$ cat src/rtl/pdm_deserializer_if.sv
// Word-side link between the PDM deserializer and its consumer:
// the packed word, its valid flag, the consumer's ack and the overrun flag.
interface pdm_deserializer_if #(
  parameter int WORD_LENGTH = 16
) ();
  logic [WORD_LENGTH-1:0] Data_o;
  logic                   valid_o;
  logic                   ack_i;
  logic                   overrun_o;

  modport master (
    output Data_o,
    output valid_o,
    output overrun_o,
    input  ack_i
  );

  modport slave (
    input  Data_o,
    input  valid_o,
    input  overrun_o,
    output ack_i
  );
endinterface

$ cat src/rtl/pdm_deserializer.sv
// PDM microphone front end: generates the mic clock, samples the 1-bit stream on each
// mic-clock rise and packs WORD_LENGTH bits MSB-first into a word held for a valid/ack consumer.
module pdm_deserializer #(
  parameter int WORD_LENGTH        = 16,
  parameter int SYSTEM_FREQUENCY   = 100000000,
  parameter int SAMPLING_FREQUENCY = 1000000,
  parameter int WARMUP_BITS        = 16
) (
  input  logic               clock_i,
  input  logic               reset_n_i,
  input  logic               enable_i,
  input  logic               pdm_data_i,
  output logic               pdm_clk_o,
  output logic               pdm_lrsel_o,
  pdm_deserializer_if.master word_if
);

  localparam int HALF   = SYSTEM_FREQUENCY / SAMPLING_FREQUENCY / 2;
  localparam int CNT_W  = (HALF > 1) ? $clog2(HALF) : 1;
  localparam int IDX_W  = $clog2(WORD_LENGTH);
  localparam int WARM_W = (WARMUP_BITS > 0) ? $clog2(WARMUP_BITS + 1) : 1;

  typedef enum logic [1:0] {IDLE, WARMUP, RUN} state_t;

  state_t                 state_q, state_d;
  logic [CNT_W-1:0]       count_q, count_d;
  logic                   pdm_clk_q, pdm_clk_d;
  logic [WARM_W-1:0]      warm_q, warm_d;
  logic [IDX_W-1:0]       idx_q, idx_d;
  logic [WORD_LENGTH-1:0] shift_q, shift_d;
  logic [WORD_LENGTH-1:0] data_q, data_d;
  logic                   valid_q, valid_d;
  logic                   overrun_q, overrun_d;

  logic div_run, div_wrap, rise, warm_tick, capture, word_done;

  // State register
  always_ff @(posedge clock_i) begin
    if (!reset_n_i) begin
      state_q <= IDLE;
    end else begin
      state_q <= state_d;
    end
  end

  // Next-state logic; dropping enable aborts from any state
  always_comb begin
    state_d = state_q;
    if (!enable_i) begin
      state_d = IDLE;
    end else begin
      case (state_q)
        IDLE:    state_d = (WARMUP_BITS == 0) ? RUN : WARMUP;
        WARMUP:  if (warm_tick && warm_q == WARM_W'(WARMUP_BITS - 1)) state_d = RUN;
        RUN:     state_d = RUN;
        default: state_d = IDLE;
      endcase
    end
  end

  // FSM outputs: a rise is the divider wrap that drives the mic clock from 0 to 1
  always_comb begin
    div_run   = (state_q != IDLE) && enable_i;
    div_wrap  = div_run && (count_q == CNT_W'(HALF - 1));
    rise      = div_wrap && !pdm_clk_q;
    warm_tick = rise && (state_q == WARMUP);
    capture   = rise && (state_q == RUN);
    word_done = capture && (idx_q == IDX_W'(WORD_LENGTH - 1));
  end

  always_comb begin
    count_d   = '0;
    pdm_clk_d = 1'b0;
    if (div_run) begin
      pdm_clk_d = div_wrap ? ~pdm_clk_q : pdm_clk_q;
      count_d   = div_wrap ? '0 : count_q + CNT_W'(1);
    end

    warm_d = '0;
    if (div_run && state_q == WARMUP) begin
      warm_d = warm_tick ? warm_q + WARM_W'(1) : warm_q;
    end

    idx_d = '0;
    if (div_run && state_q == RUN) begin
      if (word_done)    idx_d = '0;
      else if (capture) idx_d = idx_q + IDX_W'(1);
      else              idx_d = idx_q;
    end

    shift_d = capture ? {shift_q[WORD_LENGTH-2:0], pdm_data_i} : shift_q;

    // A completing word takes priority over an ack landing on the same edge
    data_d    = data_q;
    valid_d   = valid_q;
    overrun_d = overrun_q;
    if (word_done) begin
      data_d  = shift_d;
      valid_d = 1'b1;
      if (valid_q && !word_if.ack_i) overrun_d = 1'b1;
    end else if (valid_q && word_if.ack_i) begin
      valid_d = 1'b0;
    end
  end

  always_ff @(posedge clock_i) begin
    if (!reset_n_i) begin
      count_q   <= '0;
      pdm_clk_q <= 1'b0;
      warm_q    <= '0;
      idx_q     <= '0;
      shift_q   <= '0;
      data_q    <= '0;
      valid_q   <= 1'b0;
      overrun_q <= 1'b0;
    end else begin
      count_q   <= count_d;
      pdm_clk_q <= pdm_clk_d;
      warm_q    <= warm_d;
      idx_q     <= idx_d;
      shift_q   <= shift_d;
      data_q    <= data_d;
      valid_q   <= valid_d;
      overrun_q <= overrun_d;
    end
  end

  assign pdm_clk_o         = pdm_clk_q;
  assign pdm_lrsel_o       = 1'b0;
  assign word_if.Data_o    = data_q;
  assign word_if.valid_o   = valid_q;
  assign word_if.overrun_o = overrun_q;

endmodule

$ cat src/flat_wrapper.sv
// flat-port wrapper written by rule: the top's interface ports become plain ports
module pdm_deserializer_flat 
#(
  parameter int WORD_LENGTH        = 16,
  parameter int SYSTEM_FREQUENCY   = 100000000,
  parameter int SAMPLING_FREQUENCY = 1000000,
  parameter int WARMUP_BITS        = 16
)
  (clock_i, reset_n_i, enable_i, pdm_data_i, pdm_clk_o, pdm_lrsel_o, word_if_Data_o, word_if_valid_o, word_if_overrun_o, word_if_ack_i);
  pdm_deserializer_if #(.WORD_LENGTH(WORD_LENGTH)) word_if_i ();
  input  logic clock_i;
  input  logic reset_n_i;
  input  logic enable_i;
  input  logic pdm_data_i;
  output logic pdm_clk_o;
  output logic pdm_lrsel_o;
  output wire logic [$bits(word_if_i.Data_o)-1:0] word_if_Data_o;
  output wire logic [$bits(word_if_i.valid_o)-1:0] word_if_valid_o;
  output wire logic [$bits(word_if_i.overrun_o)-1:0] word_if_overrun_o;
  input wire logic [$bits(word_if_i.ack_i)-1:0] word_if_ack_i;
  assign word_if_Data_o = word_if_i.Data_o;
  assign word_if_valid_o = word_if_i.valid_o;
  assign word_if_overrun_o = word_if_i.overrun_o;
  assign word_if_i.ack_i = word_if_ack_i;
  pdm_deserializer #(.WORD_LENGTH(WORD_LENGTH), .SYSTEM_FREQUENCY(SYSTEM_FREQUENCY), .SAMPLING_FREQUENCY(SAMPLING_FREQUENCY), .WARMUP_BITS(WARMUP_BITS)) u_core (.clock_i(clock_i), .reset_n_i(reset_n_i), .enable_i(enable_i), .pdm_data_i(pdm_data_i), .pdm_clk_o(pdm_clk_o), .pdm_lrsel_o(pdm_lrsel_o), .word_if(word_if_i));
endmodule
$ cat config.mk
export PLATFORM = sky130hd
export DESIGN_NAME = pdm_deserializer_flat
export DESIGN_NICKNAME = d
export VERILOG_FILES = /design/src/rtl/pdm_deserializer_if.sv /design/src/rtl/pdm_deserializer.sv /design/src/flat_wrapper.sv
export SDC_FILE = /design/constraint.sdc
export NUM_CORES = 1
export LEC_CHECK = 0
export CAP_MARGIN = 20
export CORE_MARGIN = 2
export CORE_UTILIZATION = 40
export CTS_BUF_LIST = sky130_fd_sc_hd__clkbuf_4
export CTS_CLUSTER_DIAMETER = 40
export DETAILED_ROUTE_END_ITERATION = 8
export SLEW_MARGIN = 20
export SYNTH_ARGS = -nofsm -noshare
export SYNTH_HDL_FRONTEND = slang
export SYNTH_SLANG_ARGS = --single-unit
$ cat constraint.sdc
create_clock -name clock_i -period 2.2 [get_ports clock_i]
set_clock_uncertainty 0.1 [all_clocks]
set_input_delay 0.22 -clock clock_i [delete_from_list [all_inputs] [get_ports clock_i]]
set_output_delay 0.22 -clock clock_i [all_outputs]
set_load 0.01 [all_outputs]
==> metrics.md <==
| Metric | Value |
|---|---|
| Outcome | `finished, final reports clean` |
| Final GP Congestion | `0.7434` |
| Sw frac | `0.2142` |
| First DRT Iteration DRCs | `82` |
| Largest net degree at the start of global routing | `50` |
| Synth Warn # | `0` |
| Internal power | `0.001189 W` |
| Critical path class | `flip-flop to flip-flop` |
| CP Cell Sequence | `or3b_1, o41ai_2, mux2i_1, nor2_1` |
| Worst hold stages | `3` |
| Register area share after synthesis | `0.4780` |
| Syn_nets | `258` |
| Startpoint types | `flip-flop` |
| Initial antenna violation count | `0` |
| Multiplexer area fraction after synthesis | `0.01406` |
| Commonest non-fill, non-tap cell in the layout | `nand2_1` |
| Initial Util | `0.4155` |
| Pwr dens | `603.8 nW/um^2` |
| Setup TNS | `0 ps` |
| Hold Slack | `325.4 ps` |
| Share of layout cells above drive strength 1 | `0.06742` |
| Mapped Area | `2136 um^2` |
| Crit path DAT | `2060 ps` |
| Chip height | `77.07 um` |
| Inserted Clock Buffers | `5` |
| DRC | `0` |
| Drt first pass iters | `4` |
| Main combinational cell family by area after synthesis | `simple AND/OR/NAND/NOR gates` |
| Worst reg2reg path depth | `4` |
| Post-CTS sizing | `0` |
| Synth Area in Simple Gates | `0.2912` |
| Crit-path slowest cell | `or3b_1` |
| Total gr overflow | `0` |
| Combinational Power Share | `0.033` |
| CTS H-tree depth | `2` |
| CP peak stage delay | `560 ps` |
| Leakage | `0.9510 nW` |
| Most frequent cells in the layout | `nand2_1, dfxtp_1, nand3_1, clkdlybuf4s50_1, nor2_1` |
| Critical path required time | `2370 ps` |
| Port Buffers | `23` |
| Post-CTS Repair Setup Buffers | `0` |
| Clk root buf | `clkbuf_4` |
| First-pass GRT wire length | `6.534 mm` |
| Clock power frac | `0.353` |
| Synth Register Bits | `51` |
| # diodes | `0` |
| Via count | `1635` |
| Syn-to-layout area delta | `17.28%` |
| Worst Hold Class | `primary input to flip-flop` |
| Final setup vio count | `0` |
| Post-synthesis adder-cell area fraction | `0.05272` |
| Synth unique cells | `33` |
| Post-synthesis compound-gate area fraction | `0.07557` |
| Wire per inst | `10.96 um` |
| CTS tree | `yes` |
| Placeable Area | `5140 um^2` |
| Crit path time final | `1891 ps` |
| Area of the multi-input gates | `1017 um^2` |
| Clock sinks | `51` |
| Clk Latency, worst-skew pair | `360 ps` |
| Worst-path fanout max | `7` |
| Final layout net count | `280` |
| Total GRT Usage | `0.1346` |
| # hold bufs at CTS | `0` |
| Vias/cell | `4.852` |
| Fillers | `554` |
| Detail Route Antenna Nets | `0` |
| Max_cap viols | `0` |
| RSZ-0062 raised after global routing | `no` |
| Site row count | `26` |
| FF/Latch Area | `1021 um^2` |
| Clock tree buffer depth | `2` |
| Final Cycle Share | `0.8595` |
| Post-Synth XOR/XNOR Area | `0.04101` |
| Final hold violations | `0` |
| Full die area | `5940 um^2` |
| Die Wd | `77.07 um` |
| # IOs | `25` |
| Sequential share of power | `0.614` |
| Vias in the first global route | `1530` |
| Max frequency | `0.5288 GHz` |
| Switching power | `0.0003240 W` |
| Synth Area per Inst | `8.753 um^2` |
| Post-DP HPWL | `2.534 mm` |
| Worst VDD drop | `0.2700 mV` |
| Pins over their slew limit | `0` |
| Mapped Cells | `244` |
| CP endpoint kind | `flip-flop` |
| DRT Wirelength | `3.694 mm` |
| Reg clk slew, reported paths | `150 ps` |
==> sequential cells by signal, summed over array words and instances, names as in the netlist <==
register,cells
u_core.idx_q,4
u_core.word_if.valid_o,1
u_core.warm_q,5
u_core.pdm_clk_o,1
u_core.count_q,6
u_core.word_if.Data_o,16
u_core.word_if.overrun_o,1
u_core.state_q,2
u_core.shift_q,15
==> per-layer routing <==
metal	vias to the layer above	wire, um	global-route usage
met5	-	0	0
met2	32	1641	0.2254
met3	8	147	0.03647
met1	732	1843	0.1642
met4	0	62	0.05357
li1	863	-	-
==> cell usage after synthesis <==
master    count  area share
a211oi_1      1      0.0035
a21boi_0      1      0.0035
a21boi_1     15       0.053
a21oi_1       2      0.0047
and3_1        3      0.0088
and4b_1       1      0.0047
buf_4         2      0.0070
buf_6         2       0.011
clkbuf_1     10       0.018
conb_1        1      0.0018
dfxtp_1      51        0.48
ha_1          9       0.053
inv_1         6       0.011
mux2i_1       3       0.014
nand2_1      53       0.093
nand2b_1      2      0.0059
nand3_1      39       0.091
nand4_1       2      0.0059
nand4b_1      1      0.0041
nor2_1       16       0.028
nor2b_1       1      0.0029
nor3_1        2      0.0047
nor3_2        1      0.0047
nor3_4        1      0.0076
nor3b_1       1      0.0035
nor4_1        3      0.0088
nor4_4        1       0.010
o21a_1        1      0.0035
o41ai_2       1      0.0076
or3_1         1      0.0029
or3b_1        1      0.0041
xnor2_1       6       0.025
xor2_1        4       0.016
==> cell families after synthesis <==
logic type,count (synthesis)
and+or+nand+nor,129
DFF,51
AOI/OAI and AO/OA,21
buffers and inverters,20
xor gates and xnor gates,10
adders and majority gates,9
muxes,3
other,1
==> area by class of cell <==
type                       instances  share of cell area
clock buffer                       5             0.01499
clock inverter                     3             0.01748
inverter                           6            0.008991
multi-input combinational        173              0.4061
sequential                        51              0.4076
tap                               70             0.03497
timing repair buffer              29              0.1099
==> power by group through the flow <==
| stage | Clock, W | Combinational (W) | Sequential [W] |
|---|---|---|---|
| after global placement | 0 | 0.0000503 | 0.000949 |
| final | 0.000534 | 0.0000501 | 0.000929 |
| after CTS | 0.000562 | 0.0000509 | 0.000929 |
| after detailed placement | 0 | 0.0000508 | 0.000949 |
| after floorplan | 0 | 0.0000376 | 0.000949 |
| after global routing | 0.000604 | 0.0000561 | 0.000930 |
==> critical path, delay by kind of cell, from the launching register on <==
| kind | cells | cell delay, ps |
|---|---|---|
| simple gates | 2 | 610 |
| compound gates | 1 | 470 |
| flops | 1 | 370 |
| mux | 1 | 250 |
==> final timing paths <==
check | endpoint | start | slack, ps
worst max-delay path | u_core.state_q[1]$_SDFFE_PN0P_ | u_core.count_q[3]$_SDFF_PP0_ | 310
worst min-delay path | u_core.shift_q[0]$_SDFF_PN0_ | pdm_data_i | 330
worst max register to register | u_core.state_q[1]$_SDFFE_PN0P_ | u_core.count_q[3]$_SDFF_PP0_ | 310
worst min register to register | u_core.word_if.Data_o[3]$_SDFFE_PN0P_ | u_core.word_if.Data_o[3]$_SDFFE_PN0P_ | 360
==> stage by stage <==
| stage | setup WS (ps) | cell area [um^2] | power, W | util | instances |
|---|---|---|---|---|---|
| 2_1_floorplan | 226.3 | 2136 | 0.0009862 | - | 244 |
| 3_3_place_gp | 378.7 | 2424 | 0.0009992 | 0.4715 | 329 |
| 3_5_place_dp | 324.1 | 2424 | 0.0009999 | 0.4715 | 329 |
| 4_1_cts | 292.8 | 2505 | 0.001543 | 0.4873 | 337 |
| 5_1_grt | 199.1 | 2505 | 0.001590 | 0.4873 | 337 |
| 6_report | 309.1 | 2505 | 0.001513 | 0.4873 | 337 |
(Power assumes the default switching activity.)
